--- config.mk ---
export PLATFORM = sky130hd
export DESIGN_NAME = decoder_scan
export DESIGN_NICKNAME = d
export VERILOG_FILES = /design/src/rtl/decoder_scan.sv
export SDC_FILE = /design/constraint.sdc
export NUM_CORES = 1
export LEC_CHECK = 0
export CORE_MARGIN = 2
export CORE_UTILIZATION = 51
export DETAILED_ROUTE_END_ITERATION = 8
export GPL_TIMING_DRIVEN = 0
export PLACE_DENSITY = 0.75
export SLEW_MARGIN = 20
export SYNTH_ARGS = -nofsm -noshare
export SYNTH_HDL_FRONTEND = slang
export SYNTH_SLANG_ARGS = --single-unit
--- constraint.sdc ---
create_clock -name i_clk -period 2.4 [get_ports i_clk]
set_clock_uncertainty 0.05 [all_clocks]
set_input_delay 0.6 -clock i_clk [delete_from_list [all_inputs] [get_ports i_clk]]
set_output_delay 0.6 -clock i_clk [all_outputs]
set_load 0.05 [all_outputs]
--- src/rtl/decoder_scan.sv ---
// Registered N-way decoder with manual select or auto-scan through all channels.
// Optional macro DECODER_SCAN_BLANK_EN blanks o_y for the first BLANK cycles of each auto dwell.
module decoder_scan #(
  parameter int unsigned SEL_W = 3,
  parameter int unsigned DWELL = 1000,
  parameter int unsigned BLANK = 1
) (
  input  logic                  i_clk,
  input  logic                  i_rst_n,
  input  logic                  i_en,
  input  logic                  i_mode,
  input  logic [SEL_W-1:0]      i_sel,
  input  logic                  i_opt,
  output logic [2**SEL_W-1:0]   o_y,
  output logic [SEL_W-1:0]      o_idx,
  output logic                  o_tick
);

  localparam int unsigned N    = 2 ** SEL_W;
  localparam int unsigned CntW = $clog2(DWELL);
  localparam logic [CntW-1:0] CntMax = CntW'(DWELL - 1);

  logic [CntW-1:0]  cnt_q, cnt_d;
  logic [SEL_W-1:0] idx_q, idx_d;
  logic [N-1:0]     y_q, y_d;
  logic             tick_q, tick_d;
  logic             active;

  always_comb begin
    cnt_d  = cnt_q;
    idx_d  = idx_q;
    tick_d = 1'b0;
    active = 1'b0;
    if (!i_en) begin
      // Frozen: index held, dwell restarts in full on re-enable.
      cnt_d = '0;
    end else if (!i_mode) begin
      idx_d  = i_sel;
      cnt_d  = '0;
      active = 1'b1;
    end else begin
      active = 1'b1;
      if (cnt_q == CntMax) begin
        cnt_d  = '0;
        idx_d  = idx_q + 1'b1;
        tick_d = 1'b1;
      end else begin
        cnt_d = cnt_q + 1'b1;
      end
`ifdef DECODER_SCAN_BLANK_EN
      if (cnt_d < CntW'(BLANK)) begin
        active = 1'b0;
      end
`endif
    end
  end

`ifndef DECODER_SCAN_BLANK_EN
  logic unused_blank;
  assign unused_blank = (BLANK != 0);
`endif

  always_comb begin
    y_d = {N{~i_opt}};
    if (active) begin
      y_d[idx_d] = i_opt;
    end
  end

  always_ff @(posedge i_clk or negedge i_rst_n) begin
    if (!i_rst_n) begin
      cnt_q  <= '0;
      idx_q  <= '0;
      y_q    <= '1;
      tick_q <= 1'b0;
    end else begin
      cnt_q  <= cnt_d;
      idx_q  <= idx_d;
      y_q    <= y_d;
      tick_q <= tick_d;
    end
  end

  assign o_y    = y_q;
  assign o_idx  = idx_q;
  assign o_tick = tick_q;

endmodule

==> results of run 1 <==
[cells by family after synthesis]
logic type               count (synthesis)  share of synthesized area (%)
AO/OA/AOI/OAI                           11                          7.793
XOR/XNOR                                15                          11.53
adder cells (fa/ha/maj)                  2                          2.195
buffers and inverters                    8                          2.964
flip-flops                              22                          49.18
AND/OR/NAND/NOR                         52                          26.35
[area by class of cell]
| cell class | instances | area share [%] |
|---|---|---|
| plain buffers | 4 | 1.374 |
| clock buffers | 4 | 2.656 |
| inverters | 4 | 1.099 |
| multi-input cells | 80 | 39.93 |
| well taps | 28 | 2.564 |
| flip-flops and latches | 22 | 41.03 |
| repair buffers | 16 | 11.36 |
[worst max path at each step]
stage | start | end | slack (ns) | cells past startpoint
finish | o_y[3] | o_y[3] | 0.11 | 1
global route | o_y[3] | o_y[3] | 0.07 | 1
CTS | o_y[3] | o_y[3] | 0.09 | 1
detailed placement | i_sel[0] | o_y[7] | 0.20 | 5
global placement | i_sel[0] | o_y[7] | 0.20 | 5
floorplan | i_en | o_y[7] | 0.40 | 6
[layer usage]
metal | vias to the layer above | global-route usage, % | share of wire (%)
met2 | 19 | 31.82 | 49
met4 | 0 | 6.579 | 0.74
met3 | 2 | 4.678 | 5.1
met5 | - | 0 | 0
met1 | 400 | 24.57 | 45
li1 | 423 | - | -
[sequential cells by signal, summed over array words and instances, names as in the netlist]
name / cells
cnt_q: 10
o_idx: 3
o_tick: 1
o_y: 8
[per-stage QoR]
step / setup slack [ns] / hold slack (ns)
after floorplan: 0.4022 / 0.2544
after global placement: 0.2014 / 0.4189
after detailed placement: 0.1959 / 0.4266
after CTS: 0.09214 / 0.4431
after global routing: 0.06576 / 0.2136
final: 0.1136 / 0.1853
[layout by cell type, fill, tap and decap left out, drive strengths merged, types with 3 or more instances in the layout]
cell type / netlist / final
dfrtp: 14 / 14
nor2: 13 / 13
nor3b: 3 / 3
nand2: 6 / 6
xor2: 5 / 5
nand3b: 3 / 3
nand3: 8 / 8
inv: 4 / 4
and3: 3 / 3
clkdlybuf4s50: 0 / 15
xnor2: 10 / 10
clkbuf: 2 / 6
buf: 2 / 3
dfstp: 8 / 8
nor3: 5 / 5
[where the power goes]
part           total, mW  switching (mW)  internal (mW)
Combinational      0.216           0.141         0.0752
Sequential         0.417          0.0134          0.404
Clock              0.201           0.108         0.0924
==> flow_metrics.tcl, run 1 <==
set metrics [dict create \
    status "finished clean" \
    synth_flop_cell "dfrtp_1" \
    critPathKind "reg2out" \
    syn-cell-area_sq_mm 0.001140 \
    dieHeight_um 51.28 \
    synth_common_cells "14 x dfrtp_1, 13 x nor2_1, 10 x xnor2_1, 8 x dfstp_2, 8 x nand3_1" \
    area_growth_pct 19.87 \
    grt_overflow 0 \
    clk_latency_ns 0.30 \
    postLayoutCellArea_sq_mm 0.001366 \
    synthDistinctLibCells 36 \
    grt_max_degree 23 \
    cp.arrival_ns 1.64 \
    io_pins 20 \
    endpoint_kind "primary output" \
    syn_inst 110 \
    synth_top_area_cell "dfrtp_1" \
    peakVddDrop_uv 387.0 \
    yosysSeqAreaShare_pct 49.18 \
    rr_worst_depth 7 \
    drive_gt1_share_pct 15.38 \
    p_leak_nw 0.5418 \
    seq_area_sq_um 560.5 \
    fin_cells 158 \
    fmax_ghz 0.4374 \
    die_x_um 51.28 \
    route.detailed.drc 0 \
    p_total_mw 0.8343 \
    gp_congestion 0.8715 \
    root_buffer "clkbuf_4" \
    crit_buf_inv 1 \
    fin_nets 141 \
    max-slew-margin-rel_pct 59.53 \
    via_per_inst 5.342 \
    place_area_sq_mm 0.001335 \
    synth.area.top_cells "dfrtp_1 31%, dfstp_2 18%, xnor2_1 7.7%, nor2_1 4.3%, xor2_1 3.8%" \
    initial_core_util_pct 52.54 \
    worstSetupStartpointType "register" \
    post_cts.repair.setup_buffers 0 \
    r2r_slack_ns 0.30 \
    first_pass_iters 6 \
    port_buffers 16 \
    crit_fanout 1 \
    die-area_sq_mm 0.002629 \
    synth_top_area_share_pct 30.74 \
    crit_required_ns 1.75 \
    yosys_warnings 0 \
    crit_family "buffers and inverters" \
    setup_viol 0 \
    core-area_sq_mm 0.002170 \
    htreeDepth 1 \
    dp_hpwl_um 1599 \
    insertedDiodeCount 0 \
    drtIter0Drc 19 \
    min_period_over_period_pct 95.27 \
    grt_use_total_pct 19.20 \
    vias 844 \
    finalSetupTns_ns 0 \
    regToRegStartpoint "cnt_q[0]" \
    nFillCells 186 \
    final_util_pct 62.98 \
    multi_input_area_sq_um 545.5 \
    hold_viol 0 \
    cts_sinks 22 \
    cpMaxStageDelayCell "clkdlybuf4s50_1" \
    cts-buffers-inserted 3 \
    cts.repair.resized 0 \
    synth_edf_count 0 \
    clkTransAtPathRegs_ns 0.12 \
    post_drt_wl_per_cell_um 13.73 \
    maxSlewViolCount 0 \
    syn_nets 120 \
    max_stage_delay_ns 0.80 \
    rsz0062_at_grt "false" \
    rows 17 \
    cts_buffer_depth 2 \
    cts_hold_buf 0 \
    cts_tree "yes" \
    holdCritPathClass "in2async" \
    max-cap-violations 0 \
    avgSynthCellArea_sq_um 10.36 \
    synth_most_common_cell "dfrtp_1" \
    grt_pass1_wl_um 3691 \
    grt_pass1_vias 819 \
    power.density_mw_per_mm2 610.6 \
    routed_wl_um 2170 \
    r2r-end "o_y[3]" \
    ys_ff_latch 22 \
    dp_cells 154 \
    antenna_left 0 \
    worst_pin_slew_ns 0.6071 \
    period_needed_ns 2.286 \
    antenna_found_initial 0 \
    async_reset_ff_share_pct 100.0 \
    cp_cell_sequence "clkdlybuf4s50_1" \
]
(Power assumes the default switching activity.)
==> run 2: changes to the inputs <==
- CORE_MARGIN: 2 -> 10
- MAX_ROUTING_LAYER: not set -> met4
==> flow_metrics.tcl, run 2 (synthesis results as in run 1) <==
set metrics [dict create \
    crit_buf_inv 1 \
    max-cap-violations 0 \
    crit_family "buffers and inverters" \
    whs_ns 0.4417 \
    route.detailed.drc 0 \
    min_period_over_period_pct 95.88 \
    holdCritPathClass "reg2reg" \
    finalSetupTns_ns 0 \
    maxSlewViolCount 0 \
    io_pins 20 \
    power.density_mw_per_mm2 662.2 \
    max-slew-margin-rel_pct 36.79 \
    crit_required_ns 1.75 \
    dieHeight_um 67.28 \
    cts_tree "yes" \
    grt_use_total_pct 10.86 \
    drive_gt1_share_pct 14.62 \
    critPathKind "reg2out" \
    grt_pass1_wl_um 3781 \
    antenna_left 0 \
    first_pass_iters 4 \
    via_per_inst 5.462 \
    p_leak_nw 0.5487 \
    p_total_mw 0.9189 \
    dp_hpwl_um 1726 \
    post_cts.repair.setup_buffers 0 \
    area_growth_pct 21.73 \
    die_x_um 67.28 \
    cts_sinks 22 \
    pre_cts_slack_ns 0.1746 \
    regMostFlops "cnt_q" \
    max_stage_delay_ns 0.80 \
    routed_wl_um 2290 \
    insertedDiodeCount 0 \
    cts-buffers-inserted 3 \
    cts.repair.resized 0 \
    cpMaxStageDelayCell "clkdlybuf4s50_1" \
    drtIter0Drc 21 \
    crit_fanout 1 \
    final_common_cell "clkdlybuf4s50_1" \
    largest_register_ffs 10 \
    root_buffer "clkbuf_4" \
    status "finished clean" \
    cp_cell_sequence "clkdlybuf4s50_1" \
    fin_nets 141 \
    hold_viol 0 \
    grt_overflow 0 \
    grt_max_degree 23 \
    clk_latency_ns 0.31 \
    antenna_found_initial 0 \
    initial_core_util_pct 52.54 \
    die-area_sq_mm 0.004526 \
    fmax_ghz 0.4345 \
    clkTransAtPathRegs_ns 0.13 \
    worst_pin_slew_ns 0.9452 \
    final_cell_mix "16 x clkdlybuf4s50_1, 14 x dfrtp_1, 13 x nor2_1, 10 x xnor2_1" \
    setup_viol 0 \
    core-area_sq_mm 0.002170 \
    gp_congestion 0.8920 \
    rsz0062_at_grt "false" \
    endpoint_kind "primary output" \
    rows 17 \
    peakVddDrop_uv 504.4 \
    period_needed_ns 2.301 \
    worstSetupStartpointType "register" \
    htreeDepth 1 \
    grt_pass1_vias 852 \
    cts_hold_buf 0 \
    port_buffers 16 \
    vias 863 \
    cts_buffer_depth 2 \
    post_drt_wl_per_cell_um 14.49 \
    cp.arrival_ns 1.65 \
    layout_setup_ws_ns 0.09876 \
]
==> run 2: changes by cell type in the layout (fill, tap and decap cells not counted), sizes merged <==
| cell | change |
|---|---|
| clkdlybuf4s50 | +1 |
| clkbuf | -1 |
| bufinv | +1 |
| buf | -1 |
==> run 2: final timing paths <==
check                              start        to  slack [ns]  depth (start not counted)
worst max-delay path              o_y[5]    o_y[5]         0.1                          1
worst min-delay path            cnt_q[0]  cnt_q[0]        0.44                          1
worst max register to register  cnt_q[0]    o_y[6]        0.30                          6
worst min register to register  cnt_q[0]  cnt_q[0]        0.44                          1
max in group asynchronous        i_rst_n  o_idx[1]        0.98                          1
min in group asynchronous        i_rst_n  o_idx[2]        0.75                          1
==> run 2: metrics by stage <==
stage | utilization, % | cell area (sq um) | cells
after detailed placement | 61.53 | 1335 | 154
final | 63.96 | 1388 | 158
after CTS | 63.96 | 1388 | 158
after floorplan | - | 1140 | 110
after global placement | 61.53 | 1335 | 154
after global routing | 63.96 | 1388 | 158
==> run 2: area by class of cell <==
class | instances | area (sq um)
clock buffers | 3 | 22.52
fillers | 184 | 782.0
clock inverters | 1 | 30.03
plain buffers | 4 | 18.77
well taps | 28 | 35.03
flip-flops and latches | 22 | 560.5
repair buffers | 16 | 160.2
inverters | 4 | 15.01
multi-input cells | 80 | 545.5
==> run 2: power by group <==
part           total [mW]  internal (mW)  switching, mW  leakage [nW]
sequential          0.417          0.404         0.0130         0.271
combinational       0.218         0.0760          0.142         0.250
clock               0.284          0.169          0.115        0.0279
==> run 2: per-layer routing <==
| metal | track usage [%] | routed length (um) | share of wire, % | vias to the layer above |
|---|---|---|---|---|
| li1 | - | - | - | 422 |
| met2 | 17.54 | 1123 | 49 | 21 |
| met1 | 12.20 | 986 | 43 | 416 |
| met5 | - | 0 | 0 | - |
| met4 | 3.590 | 32 | 1.4 | 0 |
| met3 | 3.967 | 147 | 6.4 | 4 |
